**config.mk**
```make
export PLATFORM = sky130hd
export DESIGN_NAME = phy1_rcv
export DESIGN_NICKNAME = d
export VERILOG_FILES = /design/src/rtl/eth_pkg.sv /design/src/rtl/eth_mac_filter.sv /design/src/rtl/phy1_rcv.sv
export SDC_FILE = /design/constraint.sdc
export NUM_CORES = 1
export LEC_CHECK = 0
export ABC_AREA = 0
export BUFFER_PORTS_ARGS = -buffer_cell sky130_fd_sc_hd__buf_2
export CAP_MARGIN = 20
export CORE_MARGIN = 4
export CORE_UTILIZATION = 55
export CTS_CLUSTER_DIAMETER = 100
export DETAILED_ROUTE_END_ITERATION = 7
export GPL_TIMING_DRIVEN = 0
export PLACE_DENSITY_LB_ADDON = 0.08
export SYNTH_ARGS = -nofsm -noshare
export SYNTH_HDL_FRONTEND = slang
export SYNTH_SLANG_ARGS = --single-unit
export TNS_END_PERCENT = 100
```
**constraint.sdc**
```tcl
create_clock -name clock -period 4.1 [get_ports clock]
set_input_delay 1.025 -clock clock [delete_from_list [all_inputs] [get_ports clock]]
set_output_delay 1.025 -clock clock [all_outputs]
set_load 0.02 [all_outputs]
```
**src/rtl/eth_pkg.sv**
```systemverilog
// Shared PHY1 Ethernet definitions: receive FSM states, framing and CRC32 constants,
// and the byte-wide reflected CRC32 step that the transmit FCS generator also uses.
package eth_pkg;

  typedef enum logic [2:0] {
    ST_SYNC,
    ST_IDLE,
    ST_PRE,
    ST_DATA,
    ST_CHECK,
    ST_DROP
  } rcv_state_e;

  localparam logic [7:0]  PREAMBLE_BYTE = 8'h55;
  localparam logic [7:0]  SFD_BYTE      = 8'hD5;
  localparam logic [31:0] CRC_INIT      = 32'hFFFF_FFFF;
  localparam logic [31:0] CRC_POLY_REFL = 32'hEDB8_8320;
  localparam logic [31:0] CRC_RESIDUE   = 32'hDEBB_20E3;
  localparam logic [47:0] BCAST_MAC     = 48'hFFFF_FFFF_FFFF;

  function automatic logic [31:0] crc32_byte(input logic [31:0] crc, input logic [7:0] data);
    logic [31:0] c;
    c = crc ^ {24'h0, data};
    for (int i = 0; i < 8; i++) begin
      c = c[0] ? ((c >> 1) ^ CRC_POLY_REFL) : (c >> 1);
    end
    return c;
  endfunction

  function automatic logic [15:0] sat_inc(input logic [15:0] v);
    return (v == 16'hFFFF) ? v : v + 16'd1;
  endfunction

endpackage

```
**src/rtl/eth_mac_filter.sv**
```systemverilog
// Destination MAC filter: accumulates a per-byte match against the station and
// broadcast addresses over bytes 0..5; hit is meaningful when idx == 5 and en is high.
module eth_mac_filter
  import eth_pkg::*;
#(
  parameter logic [47:0] MAC_ADDR = 48'h02_00_00_00_00_01,
  parameter bit          PROMISC  = 1'b0
) (
  input  logic       clock,
  input  logic       rst,
  input  logic       en,
  input  logic [2:0] idx,
  input  logic [7:0] data,
  output logic       hit
);

  logic       mac_ok_q, mac_ok_d;
  logic       bc_ok_q, bc_ok_d;
  logic [7:0] mac_byte;
  logic [7:0] bc_byte;

  always_comb begin
    case (idx)
      3'd0:    begin mac_byte = MAC_ADDR[47:40]; bc_byte = BCAST_MAC[47:40]; end
      3'd1:    begin mac_byte = MAC_ADDR[39:32]; bc_byte = BCAST_MAC[39:32]; end
      3'd2:    begin mac_byte = MAC_ADDR[31:24]; bc_byte = BCAST_MAC[31:24]; end
      3'd3:    begin mac_byte = MAC_ADDR[23:16]; bc_byte = BCAST_MAC[23:16]; end
      3'd4:    begin mac_byte = MAC_ADDR[15:8];  bc_byte = BCAST_MAC[15:8];  end
      default: begin mac_byte = MAC_ADDR[7:0];   bc_byte = BCAST_MAC[7:0];   end
    endcase

    mac_ok_d = mac_ok_q;
    bc_ok_d  = bc_ok_q;
    if (en) begin
      // byte 0 restarts the match; later bytes must keep it alive
      mac_ok_d = (data == mac_byte) && ((idx == 3'd0) || mac_ok_q);
      bc_ok_d  = (data == bc_byte) && ((idx == 3'd0) || bc_ok_q);
    end
    hit = PROMISC || mac_ok_d || bc_ok_d;
  end

  always_ff @(posedge clock) begin
    if (!rst) begin
      mac_ok_q <= 1'b0;
      bc_ok_q  <= 1'b0;
    end else begin
      mac_ok_q <= mac_ok_d;
      bc_ok_q  <= bc_ok_d;
    end
  end

endmodule

```
**src/rtl/phy1_rcv.sv**
```systemverilog
// PHY1 receive path: preamble/SFD lock, destination filter, packet-buffer write,
// CRC32 residue check and a single-buffer valid/release handshake to the consumer.
//   state | meaning
//   SYNC  | after reset, wait for rx_dv low so we never lock mid-frame
//   IDLE  | waiting for the first preamble/SFD byte
//   PRE   | inside preamble, waiting for SFD
//   DATA  | writing frame bytes; frame is judged the cycle rx_dv falls
//   CHECK | one-cycle gap after the verdict
//   DROP  | discard until rx_dv falls
module phy1_rcv
  import eth_pkg::*;
#(
  parameter logic [47:0] MAC_ADDR = 48'h02_00_00_00_00_01,
  parameter bit          PROMISC  = 1'b0,
  parameter int          ADDR_W   = 11,
  parameter int          MIN_LEN  = 64,
  parameter int          MAX_LEN  = 1518
) (
  input  logic              clock,
  input  logic              rst,
  input  logic              rx_dv,
  input  logic              rx_er,
  input  logic [7:0]        rx_data,
  output logic [ADDR_W-1:0] ipmem_address,
  output logic [7:0]        ipmem_data,
  output logic              ipmem_wren,
  output logic              frame_valid,
  output logic              frame_done,
  output logic [ADDR_W-1:0] frame_len,
  input  logic              buf_release,
  output logic [15:0]       good_cnt,
  output logic [15:0]       bad_cnt,
  output logic [15:0]       drop_cnt
);

  localparam logic [ADDR_W-1:0] MIN_L = ADDR_W'(MIN_LEN);
  localparam logic [ADDR_W-1:0] MAX_L = ADDR_W'(MAX_LEN);

  rcv_state_e        state_q, state_d;
  logic [ADDR_W-1:0] cnt_q, cnt_d;
  logic [31:0]       crc_q, crc_d;
  logic              err_q, err_d;
  logic [ADDR_W-1:0] wr_addr_q, wr_addr_d;
  logic [7:0]        wr_data_q, wr_data_d;
  logic              wr_en_q, wr_en_d;
  logic              frame_valid_q, frame_valid_d;
  logic              frame_done_q, frame_done_d;
  logic [ADDR_W-1:0] frame_len_q, frame_len_d;
  logic [15:0]       good_q, good_d;
  logic [15:0]       bad_q, bad_d;
  logic [15:0]       drop_q, drop_d;
  logic              filt_en, filt_hit;

  assign filt_en = (state_q == ST_DATA) && rx_dv && (cnt_q < ADDR_W'(6));

  eth_mac_filter #(
    .MAC_ADDR (MAC_ADDR),
    .PROMISC  (PROMISC)
  ) u_filter (
    .clock (clock),
    .rst   (rst),
    .en    (filt_en),
    .idx   (cnt_q[2:0]),
    .data  (rx_data),
    .hit   (filt_hit)
  );

  always_comb begin
    state_d       = state_q;
    cnt_d         = cnt_q;
    crc_d         = crc_q;
    err_d         = err_q;
    wr_en_d       = 1'b0;
    wr_addr_d     = wr_addr_q;
    wr_data_d     = wr_data_q;
    frame_valid_d = frame_valid_q & ~buf_release;
    frame_done_d  = 1'b0;
    frame_len_d   = frame_len_q;
    good_d        = good_q;
    bad_d         = bad_q;
    drop_d        = drop_q;

    case (state_q)
      ST_SYNC: if (!rx_dv) state_d = ST_IDLE;
      ST_IDLE: begin
        cnt_d = '0;
        crc_d = CRC_INIT;
        err_d = 1'b0;
        if (rx_dv) begin
          if (frame_valid_q) begin
            state_d = ST_DROP;
            drop_d  = sat_inc(drop_q);
          end else if (rx_data == PREAMBLE_BYTE) begin
            state_d = ST_PRE;
          end else if (rx_data == SFD_BYTE) begin
            state_d = ST_DATA;
          end else begin
            state_d = ST_DROP;
            drop_d  = sat_inc(drop_q);
          end
        end
      end
      ST_PRE: begin
        cnt_d = '0;
        crc_d = CRC_INIT;
        err_d = 1'b0;
        if (rx_dv && (rx_data == SFD_BYTE)) begin
          state_d = ST_DATA;
        end else if (!rx_dv || (rx_data != PREAMBLE_BYTE)) begin
          state_d = rx_dv ? ST_DROP : ST_IDLE;
          drop_d  = sat_inc(drop_q);
        end
      end
      ST_DATA: begin
        if (!rx_dv) begin
          state_d = ST_CHECK;
          if ((cnt_q >= MIN_L) && !err_q && (crc_q == CRC_RESIDUE)) begin
            frame_valid_d = 1'b1;
            frame_done_d  = 1'b1;
            frame_len_d   = cnt_q;
            good_d        = sat_inc(good_q);
          end else begin
            bad_d = sat_inc(bad_q);
          end
        end else if (cnt_q == MAX_L) begin
          state_d = ST_DROP;
          bad_d   = sat_inc(bad_q);
        end else begin
          wr_en_d   = 1'b1;
          wr_addr_d = cnt_q;
          wr_data_d = rx_data;
          cnt_d     = cnt_q + 1'b1;
          crc_d     = crc32_byte(crc_q, rx_data);
          err_d     = err_q | rx_er;
          if (filt_en && (cnt_q[2:0] == 3'd5) && !filt_hit) begin
            state_d = ST_DROP;
            drop_d  = sat_inc(drop_q);
          end
        end
      end
      ST_CHECK: state_d = ST_IDLE;
      ST_DROP:  if (!rx_dv) state_d = ST_IDLE;
      default:  state_d = ST_SYNC;
    endcase
  end

  always_ff @(posedge clock) begin
    if (!rst) begin
      state_q       <= ST_SYNC;
      cnt_q         <= '0;
      crc_q         <= CRC_INIT;
      err_q         <= 1'b0;
      wr_en_q       <= 1'b0;
      wr_addr_q     <= '0;
      wr_data_q     <= '0;
      frame_valid_q <= 1'b0;
      frame_done_q  <= 1'b0;
      frame_len_q   <= '0;
      good_q        <= '0;
      bad_q         <= '0;
      drop_q        <= '0;
    end else begin
      state_q       <= state_d;
      cnt_q         <= cnt_d;
      crc_q         <= crc_d;
      err_q         <= err_d;
      wr_en_q       <= wr_en_d;
      wr_addr_q     <= wr_addr_d;
      wr_data_q     <= wr_data_d;
      frame_valid_q <= frame_valid_d;
      frame_done_q  <= frame_done_d;
      frame_len_q   <= frame_len_d;
      good_q        <= good_d;
      bad_q         <= bad_d;
      drop_q        <= drop_d;
    end
  end

  assign ipmem_address = wr_addr_q;
  assign ipmem_data    = wr_data_q;
  assign ipmem_wren    = wr_en_q;
  assign frame_valid   = frame_valid_q;
  assign frame_done    = frame_done_q;
  assign frame_len     = frame_len_q;
  assign good_cnt      = good_q;
  assign bad_cnt       = bad_q;
  assign drop_cnt      = drop_q;

endmodule
```
# Word level (Yosys, flattened, before mapping)
# Index checks and enable logic that the tools add are counted.
# W data, S select, Z words.
dict set report word_totals {
  regBits 130
  out_inout_bits 81
}
dict set report op_classes {
  n_addsub 4
  magnitude_cmp 2
  n_eq_ne 33
  muxes 52
  bitwise_logic 17
  n_reduce_logical 32
}
# cell n
set ops {}
lappend ops {{$mux W32} 10}
lappend ops {{$mux W16} 14}
lappend ops {{$not A13 Y14} 8}
lappend ops {{$pmux W32 S2} 1}
lappend ops {{$add A16 B1 Y16 const B} 3}
lappend ops {{$eq A16 B16 Y1 const B} 3}
lappend ops {{$pmux W16 S3} 1}
lappend ops {{$mux W3} 11}
lappend ops {{$eq A32 B32 Y1 const B} 1}
lappend ops {{$xor A32 B8 Y32} 1}
lappend ops {{$mux W11} 2}
lappend ops {{$pmux W11 S2} 1}
lappend ops {{$eq A8 B8 Y1 const B} 2}
lappend ops {{$pmux W3 S5} 1}
lappend ops {{$reduce_and A3 Y1} 5}
lappend ops {{$ne A2 B2 Y1 const B} 7}
lappend ops {{$eq A3 B2 Y1 const B} 4}
lappend ops {{$eq A3 B3 Y1 const B} 4}
lappend ops {{$add A11 B1 Y11 const B} 1}
lappend ops {{$eq A11 B11 Y1 const B} 1}
lappend ops {{$ge A11 B7 Y1 const B} 1}
lappend ops {{$lt A11 B3 Y1 const B} 1}
lappend ops {{$logic_and A1 B1 Y1} 9}
lappend ops {{$mux W1} 9}
lappend ops {{other kinds (22)} 39}

# Depth between registers and ports, before layout
# Gate-level depths: netlist of run 1.
dict set report logic_depth {
  depth_word 20
  mapped_depth 10
}

# Modules after synthesis
# Synthesis of run 1 repeated with hierarchy kept, for this count alone.
dict set report hier_totals {
  hier_cells 767
  area_unflattened_um2 6472.5
}
# mod instances cells_each area_each_um2
set modules_own_cells {}
lappend modules_own_cells {phy1_rcv 1 747 6298.5}
lappend modules_own_cells {eth_mac_filter 1 20 173.9}

# Least setup slack after synthesis of run 1
# No wires, ideal clock.
dict set report synth_path {
  path_type {input to register}
  startpoint {in rx_dv}
  endpoint {reg bad_q[1], in the netlist bad_cnt[1]}
  arrival_ns 2.659
  path_slack_ns 1.314
  cell_stages 10
  path_buffers 4
  cell_sequence {buf_4 -> nor4b_2 -> nand4_1 -> or3_1 -> clkbuf_1 -> nand2_1 -> buf_2 -> buf_4 -> mux2i_1 -> nor2_1}
}
dict set report synth_between {
  elab_chain_cells 2
}
# element line_no
set synth_rtl {}
lappend synth_rtl {{from (decl)} phy1_rcv.sv:21} ;# input logic rx_dv,
lappend synth_rtl {{$ne A2 B1 Y1 (no line) / $ne A2 B2 Y1 (equally long branches)} -}
lappend synth_rtl {{$reduce_and A3 Y1 (no line)} -}
lappend synth_rtl {{to (signal assigned)} phy1_rcv.sv:160} ;# bad_q <= '0;
lappend synth_rtl {{to (signal assigned)} phy1_rcv.sv:174} ;# bad_q <= bad_d;
lappend synth_rtl {{to (decl)} phy1_rcv.sv:50} ;# logic [15:0] bad_q, bad_d;
# Several ways; a longest one is shown, not always the timed one.
# A chain may end at the register's enable or synchronous reset.

# Worst setup path in the final report of run 1
dict set report layout_path {
  startpoint {in rx_dv}
  endpoint {reg drop_q[14], in the netlist drop_cnt[14]}
}
dict set report layout_between {
  elab_chain_cells 8
}
# element line_no
set layout_rtl {}
lappend layout_rtl {{$logic_and A1 B1 Y1 (2 in series)} phy1_rcv.sv:54} ;# assign filt_en = (state_q == ST_DATA) && rx_dv && (cnt_q < ADDR_W'(6));
lappend layout_rtl {{$mux W1} eth_mac_filter.sv:34} ;# if (en) begin
lappend layout_rtl {{$logic_or A1 B1 Y1} eth_mac_filter.sv:39} ;# hit = PROMISC || mac_ok_d || bc_ok_d;
lappend layout_rtl {{$logic_not A1 Y1} phy1_rcv.sv:135} ;# if (filt_en && (cnt_q[2:0] == 3'd5) && !filt_hit) begin
lappend layout_rtl {{$logic_and A1 B1 Y1} phy1_rcv.sv:135}
lappend layout_rtl {{$ne A2 B1 Y1 (no line)} -}
lappend layout_rtl {{$reduce_and A9 Y1 (no line) *} -}
lappend layout_rtl {{to (signal assigned)} phy1_rcv.sv:175} ;# drop_q <= drop_d;
lappend layout_rtl {{to (decl)} phy1_rcv.sv:51} ;# logic [15:0] drop_q, drop_d;
# Mark *: on every way between the ends. The rest lies on a longest branch, timed or not.

==> results of run 1 <==
[final timing paths]
kind         slack [ps]  cells past startpoint           from       endpoint
min                 450                      2  ipmem_data[4]  ipmem_data[4]
max                1260                      8          rx_dv   drop_cnt[14]
max reg2reg        1280                      8       cnt_q[0]      crc_q[19]
min reg2reg         450                      2  ipmem_data[4]  ipmem_data[4]
[layer usage]
layer  GRT usage (%)  vias up
met3            7.40       32
met1            34.0     2947
met4            10.1        0
met2            43.1      268
met5               0        -
li1                -     2954
[final cells by class]
class	count	share of cell area, %
buffer	47	2.76
inverter	10	0.482
clock buffer	23	6.26
multi-input combinational	578	48.4
timing repair buffer	89	5.71
sequential	130	33.4
clock inverter	8	0.706
tap	143	2.30
[layout by cell type (no fill, tap or decap), types with 18 or more instances in the layout]
| cell type | instances |
|---|---|
| xor2_1 | 25 |
| mux2i_1 | 19 |
| buf_2 | 99 |
| xnor2_1 | 57 |
| clkbuf_1 | 34 |
| o21ai_0 | 20 |
| nand3_1 | 34 |
| dfxtp_1 | 130 |
| nor2_1 | 61 |
| a21oi_1 | 48 |
| or3_1 | 20 |
| nor3_1 | 21 |
| o22ai_1 | 18 |
| nand2_1 | 89 |
[registers in the layout, indices dropped and copies added (netlist names), 8 cells and up]
signal         cells
crc_q             32
bad_cnt           16
drop_cnt          16
good_cnt          16
cnt_q             11
frame_len         11
ipmem_address     11
ipmem_data         8
[cell families (layout without fill, tap and decap cells)]
family / Yosys count / count (layout) / share of synthesized area [%]
xor gates and xnor gates: 93 / 93 / 14.0
and+or+nand+nor: 316 / 316 / 24.9
buffers and inverters: 57 / 177 / 3.81
muxes: 19 / 19 / 2.87
AOI/OAI and AO/OA: 143 / 143 / 13.7
adders and majority gates: 7 / 7 / 1.32
DFF: 130 / 130 / 39.3
[Yosys cell counts, types with 4 or more instances]
library cell	instances	share of area, %
o21ai_0	20	1.5
o221a_2	4	0.68
nand4b_1	5	0.66
buf_2	10	0.76
nor4_2	5	0.94
a21oi_1	48	3.6
nand2b_1	7	0.66
nand4_1	17	1.6
clkbuf_1	32	1.8
ha_1	7	1.3
nand2_1	89	5.0
nand3_1	34	2.6
dfxtp_1	130	39
o21ai_1	14	1.1
xor2_1	25	3.3
o22ai_1	18	1.7
inv_1	10	0.57
nor3_1	21	1.6
and3_1	11	1.0
nor2_1	61	3.5
or4_1	9	1.0
or3_1	20	1.9
mux2i_1	19	2.9
o31ai_1	9	1.0
xnor2_1	57	7.5
xnor2_2	8	2.0
nor4_1	10	0.94
[stage by stage]
stage / instance area (µm²) / std cells
after detailed placement: 7250 / 997
after floorplan: 6630 / 765
after global placement: 7250 / 997
after global routing: 7790 / 1028
final: 7790 / 1028
after CTS: 7790 / 1028
[worst min-delay path, delay by kind of cell, from the launching register on]
kind / cells / cell delay, ps
compound gates: 1 / 50
simple gates: 1 / 50
flops: 1 / 300
[power by group]
group	switching [mW]	internal (mW)	total (mW)
Combinational	0.683	0.313	0.996
Sequential	0.0543	1.32	1.37
Clock	0.549	0.830	1.38
==> impl_metrics.csv, run 1 <==
group,metric,value,unit
outcome,status,"complete, no violations",
global_route,grt_pass1_vias,5956,
route,ant_nets,0,
critical_path,cp_top_family,"simple AND/OR/NAND/NOR gates",
synth,synth_area_per_cell,8.66,µm²
power,powerDensity,481,nW/µm²
cts,cts_tree,"done",
route,drt_first_pass_iters,5,
synth,syn_nets,785,
floorplanning,ios,94,
global_route,overflow,0,
floorplanning,start_util,57.1,%
synth,synth-seq-cells,130,
power,leakage,2.91,nW
synth,synthArstFlopShare,0,%
synth,yosysSeqAreaShare,39.3,%
worst_hold_path,hp-class,"reg2reg",
global_route,grt_max_degree,17,
cells_and_area,area_growth,17.6,%
placement,portBuffers,89,
cts,post_cts_resized,0,
cts,htreeDepth,4,
cts,root_buffer,"clkbuf_16",
cells_and_area,n_fill_cell,997,
critical_path,critPathMostFrequentCell,"nand4b_1",
timing,grt_setup_unrepaired,"false",
global_route,groute.usage.overall,26.7,%
floorplanning,die_x,118,µm
timing,fin_ws,1260,ps
critical_path,arrival,3180,ps
timing,period_share,69.3,%
global_route,grt_first_pass_wirelength,30300,µm
critical_path,critical_path_required,4440,ps
timing,finalSetupViolCount,0,
route,wl,18600,µm
timing,finalCriticalPeriod,2840,ps
global_route,antenna_found_initial,0,
route,wl_met3,1610,µm
cts,cts_setup_buffers,0,
floorplanning,fp.dieH,118,µm
critical_path,max_stage_delay,380,ps
route,drc_errors,0,
timing,hold_ws,450,ps
critical_path,crit_path_max_fanout,10,
route,drt_iter0_markers,537,
cts,hold_buffers,0,
critical_path,slowest_stage,"nand4b_1",
cells_and_area,antenna_cells,0,
placement,dp_hpwl,13300,µm
synth,synth-edff-count,0,
floorplanning,die_area,13900,µm²
power,power,3.75,mW
critical_path,critPathKind,"in2reg",
job,drv_cap,0,
timing,fin_tns_setup,0,ps
cts,cts_inserted_buffers,17,
route,drt-wirelength-per-cell,18.1,µm
cts,clkLatencyLatePin,420,ps
synth,synth_flop_cell,"dfxtp_1",
critical_path,crit_chain,"buf_4 > nand4b_1 > nand4b_1 > a21o_1 > o31a_4 > buf_6 > nor4_2 > mux2i_1",
synth,synthCells,765,
timing,relSlewSlack,41.9,%
critical_path,cp-start-kind,"primary input",
route,dr_wl_met2,8700,µm
timing,tightest_slew,866,ps
placement,gp_congestion,0.934,
timing,hold_violations,0,
cts,cts_sinks,130,
cts,clk_pin_slew_worst_paths,50,ps
timing,fin_worst_skew,7.74,ps
cells_and_area,post-route-util,67.1,%
route,wirelength_met1,7870,µm
synth,syn_area,6630,µm²
cells_and_area,multi_input_area,3770,µm²
power,peakVddDrop,0.328,mV
route,vias,6201,
timing,drv_slew,0,
synth,ys_types,65,
critical_path,critPathBufInv,2,
timing,max_freq,352,MHz
synth,synth_warnings,0,
cells_and_area,drive_gt1_share,18.4,%
cells_and_area,fin_nets,893,
critical_path,worstSetupEndpointType,"flip-flop",
placement,dp_slack,866,ps
floorplanning,fp-row-count,39,
route,via_per_inst,6.03,
route,top_layer_used,"met4",
cts,max-clock-path-buffers,2,
cells_and_area,seqCellArea,2600,µm²
floorplanning,core_area,11600,µm²
Note: power is estimated with default switching activity, not from simulation.
==> run 2: changes to the inputs <==
- clock period: 4.1 -> 2.85 ns (I/O delays scaled with it)
==> run 2 against run 1 <==
  * Wire length increased by 0.36%
  * Non-clock buffer count stayed put
  * Cell count stayed put
  * Count of clock-buffer cells in the layout is the same
  * Utilization is 0.29 points higher
  * Sequential power grew 44%
  * First-iteration DRC count is 6.3% lower
  * Clock power up 44%
  * Global-route usage stayed put
  * Via count increased by 0.13%
  * Largest cell class unchanged
  * Largest power group unchanged
==> impl_metrics.csv, run 2 (synthesis results as in run 1) <==
group,metric,value,unit
cells_and_area,stdcell_count,1028,
placement,portBuffers,89,
timing,fin_ws,163,ps
global_route,overflow,0,
cts,cts_tree,"done",
floorplanning,start_util,57.1,%
critical_path,arrival,3000,ps
placement,gp_congestion,0.934,
critical_path,worstSetupEndpointType,"flip-flop",
route,drt_first_pass_iters,6,
cells_and_area,area_growth,18.1,%
global_route,grt_max_degree,17,
power,power,5.42,mW
route,ant_nets,0,
cells_and_area,largest_reg_flops,32,
placement,dp.cells,997,
floorplanning,fp-row-count,39,
global_route,groute.usage.overall,26.7,%
cts,max-clock-path-buffers,2,
timing,finalCriticalPeriod,2690,ps
route,drc_errors,0,
worst_hold_path,whs_path_depth,2,
floorplanning,fp.dieH,118,µm
timing,period_share,94.3,%
floorplanning,die_area,13900,µm²
cells_and_area,antenna_cells,0,
cts,clk_pin_slew_worst_paths,50,ps
cts,htreeDepth,4,
cells_and_area,post-route-util,67.4,%
cts,clkLatencyLatePin,420,ps
job,drv_cap,0,
placement,dp_hpwl,13300,µm
floorplanning,ios,94,
route,vias,6209,
timing,finalSetupViolCount,0,
timing,relSlewSlack,40.3,%
cells_and_area,n_fill_cell,993,
floorplanning,die_x,118,µm
route,drt_iter0_markers,503,
critical_path,worstRegToRegCells,9,
critical_path,crit_path_max_fanout,10,
route,via_per_inst,6.04,
critical_path,critical_path_required,3160,ps
global_route,grt_pass1_vias,5956,
timing,grt_setup_unrepaired,"false",
critical_path,cp-start-kind,"flip-flop",
cts,cts_sinks,130,
power,powerDensity,692,nW/µm²
cells_and_area,layout_common_cells,"dfxtp_1 (130), buf_2 (99), nand2_1 (89), nor2_1 (61), xnor2_1 (57)",
power,peakVddDrop,0.472,mV
placement,dp_slack,-71.5,ps
cts,cts_inserted_buffers,17,
timing,fin_worst_skew,7.68,ps
timing,tightest_slew,889,ps
timing,max_freq,372,MHz
floorplanning,core_area,11600,µm²
timing,hold_violations,0,
power,leakage,2.93,nW
route,drt-wirelength-per-cell,18.1,µm
cells_and_area,fin_nets,893,
critical_path,critPathKind,"reg2reg",
cells_and_area,largest_register,"crc_q",
outcome,status,"complete, no violations",
cells_and_area,drive_gt1_share,19.0,%
timing,drv_slew,0,
route,wl,18600,µm
global_route,antenna_found_initial,0,
cts,root_buffer,"clkbuf_16",
worst_hold_path,hp-class,"reg2reg",
cts,hold_buffers,0,
global_route,grt_first_pass_wirelength,30300,µm
cells_and_area,final_common_cell,"dfxtp_1",
run 2: power breakdown:
part / leakage, nW / switching (mW) / internal (mW)
Sequential: 1.05 / 0.0785 / 1.89
Combinational: 1.62 / 0.997 / 0.463
Clock: 0.261 / 0.792 / 1.19
Total: 2.93 / 1.87 / 3.55
run 2: worst paths after layout:
| kind | end | start | slack (ps) |
|---|---|---|---|
| worst max-delay path | drop_cnt[3] | cnt_q[1] | 160 |
| worst max register to register | drop_cnt[3] | cnt_q[1] | 160 |
| worst min register to register | ipmem_data[4] | ipmem_data[4] | 450 |
| worst min-delay path | ipmem_data[4] | ipmem_data[4] | 450 |
run 2: area by class of cell:
cell class | instances | area (µm²) | area share (%)
Multi-Input combinational cell | 578 | 3800 | 48.6
Tap cell | 143 | 179 | 2.29
Inverter | 10 | 37.5 | 0.479
Sequential cell | 130 | 2600 | 33.2
Timing Repair Buffer | 89 | 445 | 5.69
Buffer | 47 | 220 | 2.81
Clock buffer | 23 | 488 | 6.23
Clock inverter | 8 | 55.1 | 0.703
run 2: stage by stage:
| stage | setup TNS (ps) | cell area [µm²] | hold slack [ps] |
|---|---|---|---|
| floorplan | 0 | 6630 | 438 |
| CTS | 0 | 7790 | 451 |
| detailed placement | -304 | 7250 | 443 |
| finish | 0 | 7830 | 451 |
| global placement | -128 | 7250 | 443 |
| global route | 0 | 7830 | 460 |
run 2: repair_timing:
item                       CTS  global route
setup endpoints to repair    0            40
buffers inserted             0             0
resized for setup            0            11
hold endpoints to repair     0             0
run 2: layer usage:
metal  vias up  part of all wire (%)  track usage, %
li1       2952                     -               -
met1      2933                    41            34.0
met2       293                    47            43.1
met3        31                   9.4            7.40
met4         0                   1.9            10.1
met5         -                     0               0
run 2: critical path, stage by stage (launching register included):
cell and delay [ps]:
dfxtp_1 490, inv_1 110, ha_1 210, or3_1 390, o41a_1 340, a31oi_1 300
o31a_4 260, buf_2 230, nor4_1 80, o21a_1 170
